## src/rtl/mac_tx_arbiter_if.sv

```systemverilog
// mac_tx_arbiter_if: bundle of the endpoint-FIFO side and MAC side signals
// seen by mac_tx_arbiter, plus the grant status outputs.
//
// Handshake semantics: mac_data_ready is a level kick. Once raised it stays
// high until the MAC reports a non-IDLE mac_tr_state, and it is then dropped
// on the following clock. mac_rd_en is a per-cycle read strobe. A byte moves
// in every cycle that mac_rd_en is high while mac_fifo_empty is low.
// mac_rd_start marks the first read of a frame. Both strobes reach only the
// granted source. src_ready is a level request that may drop at any time
// without disturbing a grant already given.
//
// Modports: master is the arbiter, slave is the environment.
interface mac_tx_arbiter_if #(
  parameter int NUM_SRC = 2
);
  localparam int GW = (NUM_SRC > 1) ? $clog2(NUM_SRC) : 1;

  logic [NUM_SRC-1:0]   src_ready;
  logic [NUM_SRC*8-1:0] src_rd_data;
  logic [NUM_SRC-1:0]   src_empty;
  logic [NUM_SRC-1:0]   src_rd_en;
  logic [NUM_SRC-1:0]   src_rd_start;
  logic [2:0]           mac_tr_state;
  logic                 mac_rd_en;
  logic                 mac_rd_start;
  logic                 mac_data_ready;
  logic [7:0]           mac_rd_data;
  logic                 mac_fifo_empty;
  logic                 grant_valid;
  logic [GW-1:0]        grant_id;
  logic                 frame_done;
  logic                 start_err;

  modport master (
    input  src_ready, src_rd_data, src_empty, mac_tr_state, mac_rd_en, mac_rd_start,
    output src_rd_en, src_rd_start, mac_data_ready, mac_rd_data, mac_fifo_empty,
           grant_valid, grant_id, frame_done, start_err
  );

  modport slave (
    output src_ready, src_rd_data, src_empty, mac_tr_state, mac_rd_en, mac_rd_start,
    input  src_rd_en, src_rd_start, mac_data_ready, mac_rd_data, mac_fifo_empty,
           grant_valid, grant_id, frame_done, start_err
  );
endinterface

```

## src/rtl/mac_tx_arbiter.sv

```systemverilog
// mac_tx_arbiter: frame-level scheduler that shares one MAC transmitter
// between NUM_SRC endpoint byte FIFOs. A ready source is granted and the MAC
// is kicked. The MAC read handshake is then steered to that source until the
// MAC returns to IDLE after the inter-frame gap.
//
// Optional build macro MAC_TX_ARB_PRIO0_EN gives source 0 strict priority.
// The other sources stay round-robin. Without the macro, arbitration is pure
// round-robin across all sources.
//
// state_o exposes the FSM state: 0 IDLE, 1 START, 2 BUSY, 3 GAP, 4 DONE.
module mac_tx_arbiter #(
  parameter int NUM_SRC       = 2,
  parameter int START_TIMEOUT = 16
) (
  input  logic             clk,
  input  logic             reset,
  mac_tx_arbiter_if.master bus,
  output logic [2:0]       state_o
);

  localparam int GW = (NUM_SRC > 1) ? $clog2(NUM_SRC) : 1;
  localparam int CW = $clog2(START_TIMEOUT + 1);

  localparam logic [2:0] MAC_IDLE = 3'd0;
  localparam logic [2:0] MAC_IFG  = 3'd6;

  typedef enum logic [2:0] {
    A_IDLE  = 3'd0,
    A_START = 3'd1,
    A_BUSY  = 3'd2,
    A_GAP   = 3'd3,
    A_DONE  = 3'd4
  } arb_state_e;

  arb_state_e    state_q, state_d;
  logic [GW-1:0] grant_id_q, grant_id_d;
  logic [GW-1:0] last_grant_q, last_grant_d;
  logic          grant_valid_q, grant_valid_d;
  logic          data_ready_q, data_ready_d;
  logic          start_err_q, start_err_d;
  logic [CW-1:0] cnt_q, cnt_d;

  logic [GW-1:0] rr_winner;
  logic          rr_found;
  logic          prio_hit;
  logic [GW-1:0] winner;
  logic          any_ready;

  assign any_ready = |bus.src_ready;

  // Round-robin search: first ready source at or after last_grant+1, wrapping.
  always_comb begin
    rr_winner = '0;
    rr_found  = 1'b0;
    for (int k = 1; k <= NUM_SRC; k++) begin
      for (int j = 0; j < NUM_SRC; j++) begin
        if (!rr_found && (j == ((int'(last_grant_q) + k) % NUM_SRC)) && bus.src_ready[j]) begin
          rr_found  = 1'b1;
          rr_winner = GW'(j);
        end
      end
    end
  end

`ifdef MAC_TX_ARB_PRIO0_EN
  // Source 0 overrides the round-robin choice whenever it is ready.
  assign prio_hit = bus.src_ready[0];
`else
  // Pure round-robin: no source is privileged.
  assign prio_hit = 1'b0;
`endif

  assign winner = prio_hit ? '0 : rr_winner;

  // Next-state logic: grant, kick, frame tracking and kick timeout.
  always_comb begin
    state_d       = state_q;
    grant_id_d    = grant_id_q;
    last_grant_d  = last_grant_q;
    grant_valid_d = grant_valid_q;
    data_ready_d  = data_ready_q;
    start_err_d   = 1'b0;
    cnt_d         = cnt_q;
    case (state_q)
      A_IDLE: begin
        if (any_ready) begin
          grant_id_d    = winner;
          grant_valid_d = 1'b1;
          data_ready_d  = 1'b1;
          cnt_d         = '0;
          state_d       = A_START;
        end
      end
      A_START: begin
        if (bus.mac_tr_state != MAC_IDLE) begin
          data_ready_d = 1'b0;
          state_d      = A_BUSY;
        end else if (cnt_q == CW'(START_TIMEOUT - 1)) begin
          // The MAC never answered the kick. Release the grant without
          // advancing the round-robin pointer so the same source retries.
          data_ready_d  = 1'b0;
          grant_valid_d = 1'b0;
          start_err_d   = 1'b1;
          state_d       = A_IDLE;
        end else begin
          cnt_d = cnt_q + 1'b1;
        end
      end
      A_BUSY: begin
        // Only IFG ends the frame. A transient IDLE here is ignored.
        if (bus.mac_tr_state == MAC_IFG) begin
          state_d = A_GAP;
        end
      end
      A_GAP: begin
        if (bus.mac_tr_state == MAC_IDLE) begin
          state_d = A_DONE;
        end
      end
      A_DONE: begin
        last_grant_d  = grant_id_q;
        grant_valid_d = 1'b0;
        state_d       = A_IDLE;
      end
      default: begin
        state_d       = A_IDLE;
        grant_valid_d = 1'b0;
        data_ready_d  = 1'b0;
      end
    endcase
  end

  // State and control registers with synchronous reset.
  always_ff @(posedge clk) begin
    if (reset) begin
      state_q       <= A_IDLE;
      grant_id_q    <= '0;
      last_grant_q  <= GW'(NUM_SRC - 1);
      grant_valid_q <= 1'b0;
      data_ready_q  <= 1'b0;
      start_err_q   <= 1'b0;
      cnt_q         <= '0;
    end else begin
      state_q       <= state_d;
      grant_id_q    <= grant_id_d;
      last_grant_q  <= last_grant_d;
      grant_valid_q <= grant_valid_d;
      data_ready_q  <= data_ready_d;
      start_err_q   <= start_err_d;
      cnt_q         <= cnt_d;
    end
  end

  // Steer data/empty to the MAC and the read strobes to the granted source.
  always_comb begin
    bus.mac_rd_data    = 8'h00;
    bus.mac_fifo_empty = 1'b1;
    bus.src_rd_en      = '0;
    bus.src_rd_start   = '0;
    for (int i = 0; i < NUM_SRC; i++) begin
      if (grant_valid_q && (grant_id_q == GW'(i))) begin
        bus.mac_rd_data     = bus.src_rd_data[8*i +: 8];
        bus.mac_fifo_empty  = bus.src_empty[i];
        bus.src_rd_en[i]    = bus.mac_rd_en;
        bus.src_rd_start[i] = bus.mac_rd_start;
      end
    end
  end

  assign bus.mac_data_ready = data_ready_q;
  assign bus.grant_valid    = grant_valid_q;
  assign bus.grant_id       = grant_id_q;
  assign bus.frame_done     = (state_q == A_DONE);
  assign bus.start_err      = start_err_q;
  assign state_o            = state_q;

endmodule
```

## src/flat_wrapper.sv

```systemverilog
// flat-port wrapper written by rule: the top's interface ports become plain ports
module mac_tx_arbiter_flat 
#(
  parameter int NUM_SRC       = 2,
  parameter int START_TIMEOUT = 16
)
  (clk, reset, state_o, bus_src_ready, bus_src_rd_data, bus_src_empty, bus_mac_tr_state, bus_mac_rd_en, bus_mac_rd_start, bus_src_rd_en, bus_src_rd_start, bus_mac_data_ready, bus_mac_rd_data, bus_mac_fifo_empty, bus_grant_valid, bus_grant_id, bus_frame_done, bus_start_err);
  mac_tx_arbiter_if #(.NUM_SRC(NUM_SRC)) bus_i ();
  input  logic clk;
  input  logic reset;
  output logic [2:0] state_o;
  input wire logic [$bits(bus_i.src_ready)-1:0] bus_src_ready;
  input wire logic [$bits(bus_i.src_rd_data)-1:0] bus_src_rd_data;
  input wire logic [$bits(bus_i.src_empty)-1:0] bus_src_empty;
  input wire logic [$bits(bus_i.mac_tr_state)-1:0] bus_mac_tr_state;
  input wire logic [$bits(bus_i.mac_rd_en)-1:0] bus_mac_rd_en;
  input wire logic [$bits(bus_i.mac_rd_start)-1:0] bus_mac_rd_start;
  output wire logic [$bits(bus_i.src_rd_en)-1:0] bus_src_rd_en;
  output wire logic [$bits(bus_i.src_rd_start)-1:0] bus_src_rd_start;
  output wire logic [$bits(bus_i.mac_data_ready)-1:0] bus_mac_data_ready;
  output wire logic [$bits(bus_i.mac_rd_data)-1:0] bus_mac_rd_data;
  output wire logic [$bits(bus_i.mac_fifo_empty)-1:0] bus_mac_fifo_empty;
  output wire logic [$bits(bus_i.grant_valid)-1:0] bus_grant_valid;
  output wire logic [$bits(bus_i.grant_id)-1:0] bus_grant_id;
  output wire logic [$bits(bus_i.frame_done)-1:0] bus_frame_done;
  output wire logic [$bits(bus_i.start_err)-1:0] bus_start_err;
  assign bus_i.src_ready = bus_src_ready;
  assign bus_i.src_rd_data = bus_src_rd_data;
  assign bus_i.src_empty = bus_src_empty;
  assign bus_i.mac_tr_state = bus_mac_tr_state;
  assign bus_i.mac_rd_en = bus_mac_rd_en;
  assign bus_i.mac_rd_start = bus_mac_rd_start;
  assign bus_src_rd_en = bus_i.src_rd_en;
  assign bus_src_rd_start = bus_i.src_rd_start;
  assign bus_mac_data_ready = bus_i.mac_data_ready;
  assign bus_mac_rd_data = bus_i.mac_rd_data;
  assign bus_mac_fifo_empty = bus_i.mac_fifo_empty;
  assign bus_grant_valid = bus_i.grant_valid;
  assign bus_grant_id = bus_i.grant_id;
  assign bus_frame_done = bus_i.frame_done;
  assign bus_start_err = bus_i.start_err;
  mac_tx_arbiter #(.NUM_SRC(NUM_SRC), .START_TIMEOUT(START_TIMEOUT)) u_core (.clk(clk), .reset(reset), .bus(bus_i), .state_o(state_o));
endmodule
```

## config.mk

```make
export PLATFORM = sky130hd
export DESIGN_NAME = mac_tx_arbiter_flat
export DESIGN_NICKNAME = d
export VERILOG_FILES = /design/src/rtl/mac_tx_arbiter_if.sv /design/src/rtl/mac_tx_arbiter.sv /design/src/flat_wrapper.sv
export SDC_FILE = /design/constraint.sdc
export NUM_CORES = 1
export LEC_CHECK = 0
export ABC_AREA = 1
export CORE_AREA = 2 2 52 54
export DETAILED_ROUTE_END_ITERATION = 10
export DIE_AREA = 0 0 54 56
export GPL_TIMING_DRIVEN = 0
export PLACE_DENSITY = 0.79
export SYNTH_ARGS = -nofsm -noshare
export SYNTH_HDL_FRONTEND = slang
export SYNTH_SLANG_ARGS = --single-unit
```

## constraint.sdc

```tcl
create_clock -name clk -period 1.8 [get_ports clk]
set_clock_uncertainty 0.05 [all_clocks]
set_input_delay 0.27 -clock clk [delete_from_list [all_inputs] [get_ports clk]]
set_output_delay 0.27 -clock clk [all_outputs]
set_load 0.01 [all_outputs]
```

# Word level (Yosys, flattened, before mapping)
# Cells that the tools add are included.
dict set report op_classes {
  add_sub_neg 3
  n_bitwise 6
  n_reduce_logical 27
  n_eq_ne 15
  n_mux 31
}
# cell count
set ops {}
lappend ops {{$logic_not A32 Y1} 2}
lappend ops {{$mux W1} 17}
lappend ops {{$mux W8} 2}
lappend ops {{$mux W3} 5}
lappend ops {{$mux W5} 3}
lappend ops {{$pmux W3 S4} 1}
lappend ops {{$reduce_and A4 Y1} 3}
lappend ops {{$pmux W5 S2} 1}
lappend ops {{$logic_and A1 B1 Y1} 9}
lappend ops {{$ne A2 B1 Y1 const B} 4}
lappend ops {{$eq A3 B2 Y1 const B} 2}
lappend ops {{$eq A3 B3 Y1 const B} 2}
lappend ops {{$logic_not A3 Y1} 2}
lappend ops {{$pmux W1 S3} 2}
lappend ops {{$reduce_or A3 Y1} 2}
lappend ops {{$add A5 B1 Y5 const B} 1}
lappend ops {{$eq A5 B4 Y1 const B} 1}
lappend ops {{$eq A2 B2 Y1 const A} 2}
lappend ops {{$ne A2 B2 Y1 const B} 2}
lappend ops {{$not A1 Y1} 4}
lappend ops {{$reduce_or A2 Y1} 2}
lappend ops {{$eq A3 B1 Y1 const B} 1}
lappend ops {{$logic_not A1 Y1} 3}
lappend ops {{$ne A3 B1 Y1 const B} 1}
lappend ops {{6 further kinds} 8}
dict set report word_totals {
  word_cells 89
  out_inout_bits 21
  input_bits 27
  register_bits 13
}

# Depth between registers and ports, before layout
# Gate-level depths: netlist of run 1.
dict set report depth {
  ltp_word 17
  mapped_depth 12
  mapped_depth_nobuf 12
}

# Least setup slack after synthesis of run 1
# OpenSTA, ideal clock, no wires.
dict set report synth_path {
  path_kind {reg2reg}
  startpoint {register u_core.cnt_q[0]}
  endpoint {register u_core.state_q[0], in the netlist u_core.state_o[0]}
  setup_time_ns 0.113
  synth_period_minus_slack_ns 1.519
  stages_incl_launch_ff 13
  path_buffers 0
  t_required_ns 1.637
  path_slack_ns 0.281
  t_arrival_ns 1.356
  cell_sequence {dfxtp_1 -> ha_1 -> nand2_1 -> nor2_1 -> ha_1 -> inv_1 -> nand3_1 -> nor2_1 -> nor2_1 -> nand2_1 -> nand2_1 -> nand2_1 -> nor2_1}
}
dict set report synth_via {
  elab_chain_cells 3
}
# item line_no
set synth_lines {}
lappend synth_lines {{from (decl)} mac_tx_arbiter.sv:41} ;# logic [CW-1:0] cnt_q, cnt_d;
lappend synth_lines {{from (signal assigned)} mac_tx_arbiter.sv:150} ;# cnt_q <= cnt_d;
lappend synth_lines {{$eq A5 B4 Y1} mac_tx_arbiter.sv:98} ;# end else if (cnt_q == CW'(START_TIMEOUT - 1)) begin
lappend synth_lines {{$ne A3 B1 Y1 (no line)} -}
lappend synth_lines {{$reduce_and A4 Y1 (no line)} -}
lappend synth_lines {{to (signal assigned)} mac_tx_arbiter.sv:144} ;# state_q <= state_d;
lappend synth_lines {{to (decl)} mac_tx_arbiter.sv:35} ;# arb_state_e state_q, state_d;
# No other way between the ends.
# A chain may end at the register's enable or synchronous reset.

# Worst setup path after layout of run 1
dict set report layout_path {
  startpoint {input port bus_mac_rd_start}
  endpoint {output port bus_src_rd_start[1]}
}
dict set report layout_via {
  elab_chain_cells 1
}
# item line_no
set layout_lines {}
lappend layout_lines {{from (decl)} flat_wrapper.sv:17} ;# input wire logic [$bits(bus_i.mac_rd_start)-1:0] bus_mac_rd_start;
lappend layout_lines {{$mux W1} mac_tx_arbiter.sv:161} ;# if (grant_valid_q && (grant_id_q == GW'(i))) begin
lappend layout_lines {{to (decl)} flat_wrapper.sv:19} ;# output wire logic [$bits(bus_i.src_rd_start)-1:0] bus_src_rd_start;
# No other way between the ends.

==> results.yml, run 1 <==
drt:
  vias: 1106
  first_iter_violations: 13
  post_drt_via_cell_ratio: 4.73
  drc: 0
  dr.pass1.iters: 4
  wire_per_inst_um: 10.7
  finalWirelength_um: 2510
  ant_nets: 0
clocking:
  clk_latency_ns: 0.29
  clock_path_buffers: 2
  cts_tree: "yes"
  cts_root_buf: "clkbuf_4"
  cts.sinks: 13
  hold_buffers: 0
  cts-buffers-inserted: 3
  cts-htree-levels: 1
  clk_pin_slew_ns: 0.08
setup_path:
  worst_setup_path_start_kind: "primary input"
  crit_path_start: "bus_mac_rd_start"
  r2r-end: "u_core.state_o[0]"
  worstSetupEndpointType: "output pin"
  crit_type: "primary input to output pin"
  crit_arrival_ns: 1.43
  rrSetupSlack_ns: 0.11
  reg2reg_depth: 12
  path_max_fanout: 2
  r2r-start: "u_core.cnt_q[0]"
  required_ns: 1.48
min_path:
  min_from: "u_core.bus.mac_data_ready"
  min_path_type: "flip-flop to flip-flop"
  worstHoldPathCells: 2
  min_delay_worst_endpoint: "u_core.bus.mac_data_ready"
timing:
  max_freq_ghz: 0.573
  fin_crit_sh: 0.970
  setup_viol: 0
  slew-limit-headroom: 0.676
  final-hold-violation-count: 0
  min_period_ns: 1.75
  whs_ns: 0.430
  rsz0062_at_grt: "yes"
  drv_slew: 0
  tightest_slew_ns: 0.487
floorplan:
  start_util: 0.361
  die_y_um: 56
  fp.dieW_um: 54
  io_pins: 48
  rows: 18
  core_area_sq_um: 2430
  die_area_sq_um: 3020
grt:
  antenna_found_initial: 0
  grt_max_degree: 11
  grt_pass1_vias: 921
  grt_pass1_wl_um: 3640
  gr-total-overflow: 0
  grt_usage: 0.159
job:
  cap_viol_max_count: 0
placement:
  place_congestion: 0.861
  numPortBuffers: 47
  dp_hpwl_um: 1890
  dpl_cell_area_sq_um: 1390
status:
  status: "complete, no violations"
yosys:
  yosysWarnings: 0
  synthDistinctLibCells: 24
  avgSynthCellArea_sq_um: 5.93
  synth_cells: 148
  synth-seq-cells: 13
  netlist_area_sq_um: 878
  synth.net_count: 177
  ys_seq_area_frac: 0.296
cells_and_area:
  finish.instance_area_sq_um: 1490
  nNetsFinal: 234
  diodes: 0
  area_delta_synth_final_pct: 69.8
  layout-drive-gt1-share: 0.157
power_and_ir_drop:
  powerDensity_nw_per_um2: 1050
  ir_drop_uv: 784
  p_leak_nw: 0.794
==> worst max-delay path: stages <==
cell and delay [ns]:
clkdlybuf4s50_1 0.45, inv_1 0.05, nor2_1 0.11, clkdlybuf4s50_1 0.54
==> Yosys cell counts, drive strengths merged <==
master | count | area (sq um)
clkbuf | 2 | 7.51
clkinv | 1 | 3.75
o211ai | 1 | 7.51
a21oi | 7 | 35.0
dfxtp | 13 | 260
nand2 | 50 | 195
buf | 1 | 7.51
nor3b | 2 | 15.0
o22a | 1 | 8.76
ha | 2 | 25.0
o21ai | 3 | 15.0
nand3 | 17 | 90.1
nor3 | 2 | 15.0
nor2 | 22 | 95.1
xor2 | 1 | 8.76
nor4 | 1 | 6.26
inv | 22 | 82.6
==> routing by layer <==
metal	part of all wire	track usage	wire, um
met5	0	0	0
met4	0.019	0.0750	48
met3	0.14	0.0538	339
met2	0.45	0.289	1120
met1	0.40	0.150	994
==> state kept, by name (all words and copies together), names as in the netlist <==
register and cells:
u_core.last_grant_q 1, u_core.bus.mac_data_ready 1, u_core.bus.start_err 1, u_core.bus.grant_id 1
u_core.cnt_q 5, u_core.state_o 3, u_core.bus.grant_valid 1
==> worst max path at each step <==
stage | cells past startpoint | endpoint | slack [ns]
5_1_grt | 12 | u_core.state_o[0] | -0.006
4_1_cts | 4 | bus_mac_fifo_empty | -0.08
3_3_place_gp | 4 | bus_mac_fifo_empty | 0.04
6_report | 4 | bus_src_rd_start[1] | 0.05
3_5_place_dp | 4 | bus_mac_fifo_empty | 0.0008
2_1_floorplan | 12 | u_core.state_o[0] | 0.28
==> final cells by class <==
| type | instances | area (sq um) |
|---|---|---|
| Buffer | 3 | 25.0 |
| Clock buffer | 4 | 26.3 |
| Fill cell | 217 | 941 |
| Inverter | 23 | 87.6 |
| Multi-Input combinational cell | 109 | 534 |
| Sequential cell | 13 | 269 |
| Tap cell | 30 | 37.5 |
| Timing Repair Buffer | 52 | 512 |
==> power by group <==
group / internal [W] / switching (W) / leakage [nW] / total, W
clock: 0.0000864 / 0.000107 / 0.0150 / 0.000194
combinational: 0.000428 / 0.000535 / 0.670 / 0.000964
sequential: 0.000348 / 0.0000585 / 0.109 / 0.000406
==> logic make-up (layout without fill, tap and decap cells) <==
logic type,after synthesis,after routing,synth area share
buffers and inverters,26,82,0.115
and+or+nand+nor,94,94,0.474
DFF,13,13,0.296
AOI/OAI and AO/OA,12,12,0.0755
xor gates and xnor gates,1,1,0.00997
adders and majority gates,2,2,0.0285
==> cells in the final DEF (no fill, tap or decap), drive strengths merged <==
cell and n:
a21oi 7, buf 6, clkbuf 6, clkdlybuf4s15 1
clkdlybuf4s50 34, clkinv 1, dfxtp 13, dlygate4sd2 7
dlymetal6s2s 5, ha 2, inv 22, nand2 50
nand3 17, nor2 22, nor3 2, nor3b 2
nor4 1, o211ai 1, o21ai 3, o22a 1
xor2 1
==> timing repair <==
| action | 4_1_cts | 5_1_grt |
|---|---|---|
| buffers inserted | 1 | 4 |
| gates resized for setup | 17 | 14 |
| gates cloned | 0 | 0 |
| endpoints found under the setup margin | 14 | 16 |
| pin swaps | 0 | 1 |
==> metrics by stage <==
stage | cells | setup slack [ns] | total power, W | setup TNS, ns | utilization
6_report | 234 | 0.0542 | 0.00156 | 0 | 0.613
5_1_grt | 234 | -0.00619 | 0.00169 | -0.00910 | 0.613
4_1_cts | 230 | -0.0785 | 0.00153 | -0.262 | 0.587
3_5_place_dp | 225 | 0.000787 | 0.00134 | 0 | 0.570
3_3_place_gp | 225 | 0.0386 | 0.00131 | 0 | 0.570
2_1_floorplan | 148 | 0.281 | 0.000968 | 0 | -
(Power assumes the default switching activity.)
==> run 2, diff against run 1 <==
--- a/config.mk
+++ b/config.mk
@@ -10,7 +10,8 @@
 export DETAILED_ROUTE_END_ITERATION = 10
 export DIE_AREA = 0 0 54 56
 export GPL_TIMING_DRIVEN = 0
-export PLACE_DENSITY = 0.79
+export PLACE_DENSITY_LB_ADDON = 0.08
 export SYNTH_ARGS = -nofsm -noshare
 export SYNTH_HDL_FRONTEND = slang
 export SYNTH_SLANG_ARGS = --single-unit
+export TNS_END_PERCENT = 20
==> results.yml, run 2 (same netlist as run 1, synthesis figures left out) <==
setup_path:
  worstSetupEndpointType: "output pin"
  crit_type: "primary input to output pin"
  cpPeakStageDelay_ns: 0.53
  worstPathCellList: "clkdlybuf4s50_1, inv_1, nor2_1, clkdlybuf4s50_1"
  path_common_cell: "clkdlybuf4s50_1"
  required_ns: 1.48
  crit_arrival_ns: 1.40
  cp_top_family: "buffers and inverters"
  slowest_stage: "clkdlybuf4s50_1"
  worst_setup_path_start_kind: "primary input"
  cp_num_buf_inv: 3
  path_max_fanout: 2
timing:
  drv_slew: 0
  setup_ws_ns: 0.0806
  slew-limit-headroom: 0.659
  min_period_ns: 1.72
  rsz0062_at_grt: "yes"
  final-hold-violation-count: 0
  setup_viol: 0
  fin_tns_setup_ns: 0
  tightest_slew_ns: 0.511
  max_freq_ghz: 0.582
  fin_crit_sh: 0.955
grt:
  grt_usage: 0.177
  antenna_found_initial: 0
  grt_pass1_vias: 949
  grt_max_degree: 11
  gr-total-overflow: 0
  grt_pass1_wl_um: 4020
drt:
  wl_met3_um: 140
  vias: 1071
  finalWirelength_um: 2590
  ant_nets: 0
  met1Wirelength_um: 1100
  dr.max_layer_used: "met4"
  drc: 0
  post_drt_via_cell_ratio: 4.62
  wire_per_inst_um: 11.2
  wl_met2_um: 1340
  first_iter_violations: 25
  dr.pass1.iters: 4
clocking:
  clock_path_buffers: 2
  cts_tree: "yes"
  cts-buffers-inserted: 3
  hold_buffers: 0
  clk_latency_ns: 0.28
  cts-htree-levels: 1
  cts_root_buf: "clkbuf_4"
  clk_pin_slew_ns: 0.08
  cts.sinks: 13
power_and_ir_drop:
  powerDensity_nw_per_um2: 1050
  pwr-share-clk: 0.118
  p_leak_nw: 0.781
  seqPwrFrac: 0.264
  combinationalPowerShare: 0.618
  ir_drop_uv: 771
  switching_share: 0.450
  internal-power_w: 0.000856
  power.switching_w: 0.000700
placement:
  dp_hpwl_um: 2010
  pre_cts_ws_ns: -0.0170
  place_congestion: 0.767
  numPortBuffers: 47
floorplan:
  core_area_sq_um: 2430
  die_y_um: 56
  io_pins: 48
  fp.dieW_um: 54
  rows: 18
  die_area_sq_um: 3020
  start_util: 0.361
cells_and_area:
  nNetsFinal: 232
  top_register: "u_core.cnt_q"
  fin_util: 0.612
  final_cell_mix: "44 x nand2_1, 34 x clkdlybuf4s50_1, 19 x nor2_1"
  diodes: 0
  area_delta_synth_final_pct: 69.4
  layout-drive-gt1-share: 0.153
  largest_reg_flops: 5
  layout_commonest_cell: "nand2_1"
status:
  status: "complete, no violations"
min_path:
  min_path_type: "flip-flop to flip-flop"
job:
  cap_viol_max_count: 0
run 2: final cells by class:
| class | instances | area [sq um] |
|---|---|---|
| Buffer | 3 | 25.0 |
| Clock buffer | 4 | 26.3 |
| Fill cell | 242 | 945 |
| Inverter | 23 | 88.8 |
| Multi-Input combinational cell | 109 | 544 |
| Sequential cell | 13 | 269 |
| Tap cell | 30 | 37.5 |
| Timing Repair Buffer | 50 | 497 |
run 2: metrics by stage:
step	instance area [sq um]	instances	power (W)	hold WS, ns
finish	1490	232	0.00156	0.416
global route	1490	232	0.00170	0.449
CTS	1420	229	0.00152	0.419
detailed placement	1390	225	0.00133	0.407
global placement	1390	225	0.00132	0.406
floorplan	878	148	0.000968	0.378
run 2: power groups by stage:
stage | logic, W | clock network, W | registers (W)
after floorplan | 0.000555 | 0 | 0.000413
after global placement | 0.000924 | 0 | 0.000396
after detailed placement | 0.000937 | 0 | 0.000398
after CTS | 0.000934 | 0.000190 | 0.000398
after global routing | 0.00107 | 0.000202 | 0.000420
final | 0.000961 | 0.000183 | 0.000411
run 2: worst reg2reg max path: cells and delay by family (launching register included):
kind	cells	cell delay, ns
buffers and inverters	1	0.08
flip-flops	1	0.34
adder cells (fa/ha/maj)	2	0.36
AND/OR/NAND/NOR	9	0.68
run 2: worst paths after layout:
kind | startpoint | end | slack (ns) | cells past startpoint
worst min-delay path | u_core.bus.mac_data_ready | u_core.bus.mac_data_ready | 0.42 | 2
worst max register to register | u_core.cnt_q[0] | u_core.state_o[0] | 0.16 | 12
worst min register to register | u_core.bus.mac_data_ready | u_core.bus.mac_data_ready | 0.42 | 2
worst max-delay path | bus_mac_rd_start | bus_src_rd_start[1] | 0.08 | 4
run 2: metal layers:
layer,up-vias,track usage
met2,25,0.303
li1,568,-
met1,476,0.209
met4,0,0.0321
met5,-,0
met3,2,0.0618
run 2: repair_timing:
item                       in CTS  in global routing
buffers inserted                0                  3
gates cloned                    0                  0
gates resized for setup        16                 18
setup endpoints to repair      13                 13
==> run 3, diff against run 2 <==
--- a/config.mk
+++ b/config.mk
@@ -6,6 +6,7 @@
 export NUM_CORES = 1
 export LEC_CHECK = 0
 export ABC_AREA = 1
+export CAP_MARGIN = 30
 export CORE_AREA = 2 2 52 54
 export DETAILED_ROUTE_END_ITERATION = 10
 export DIE_AREA = 0 0 54 56
==> results of run 3 <==
No change in the layout: final DEF, timing and power equal those of run 2.
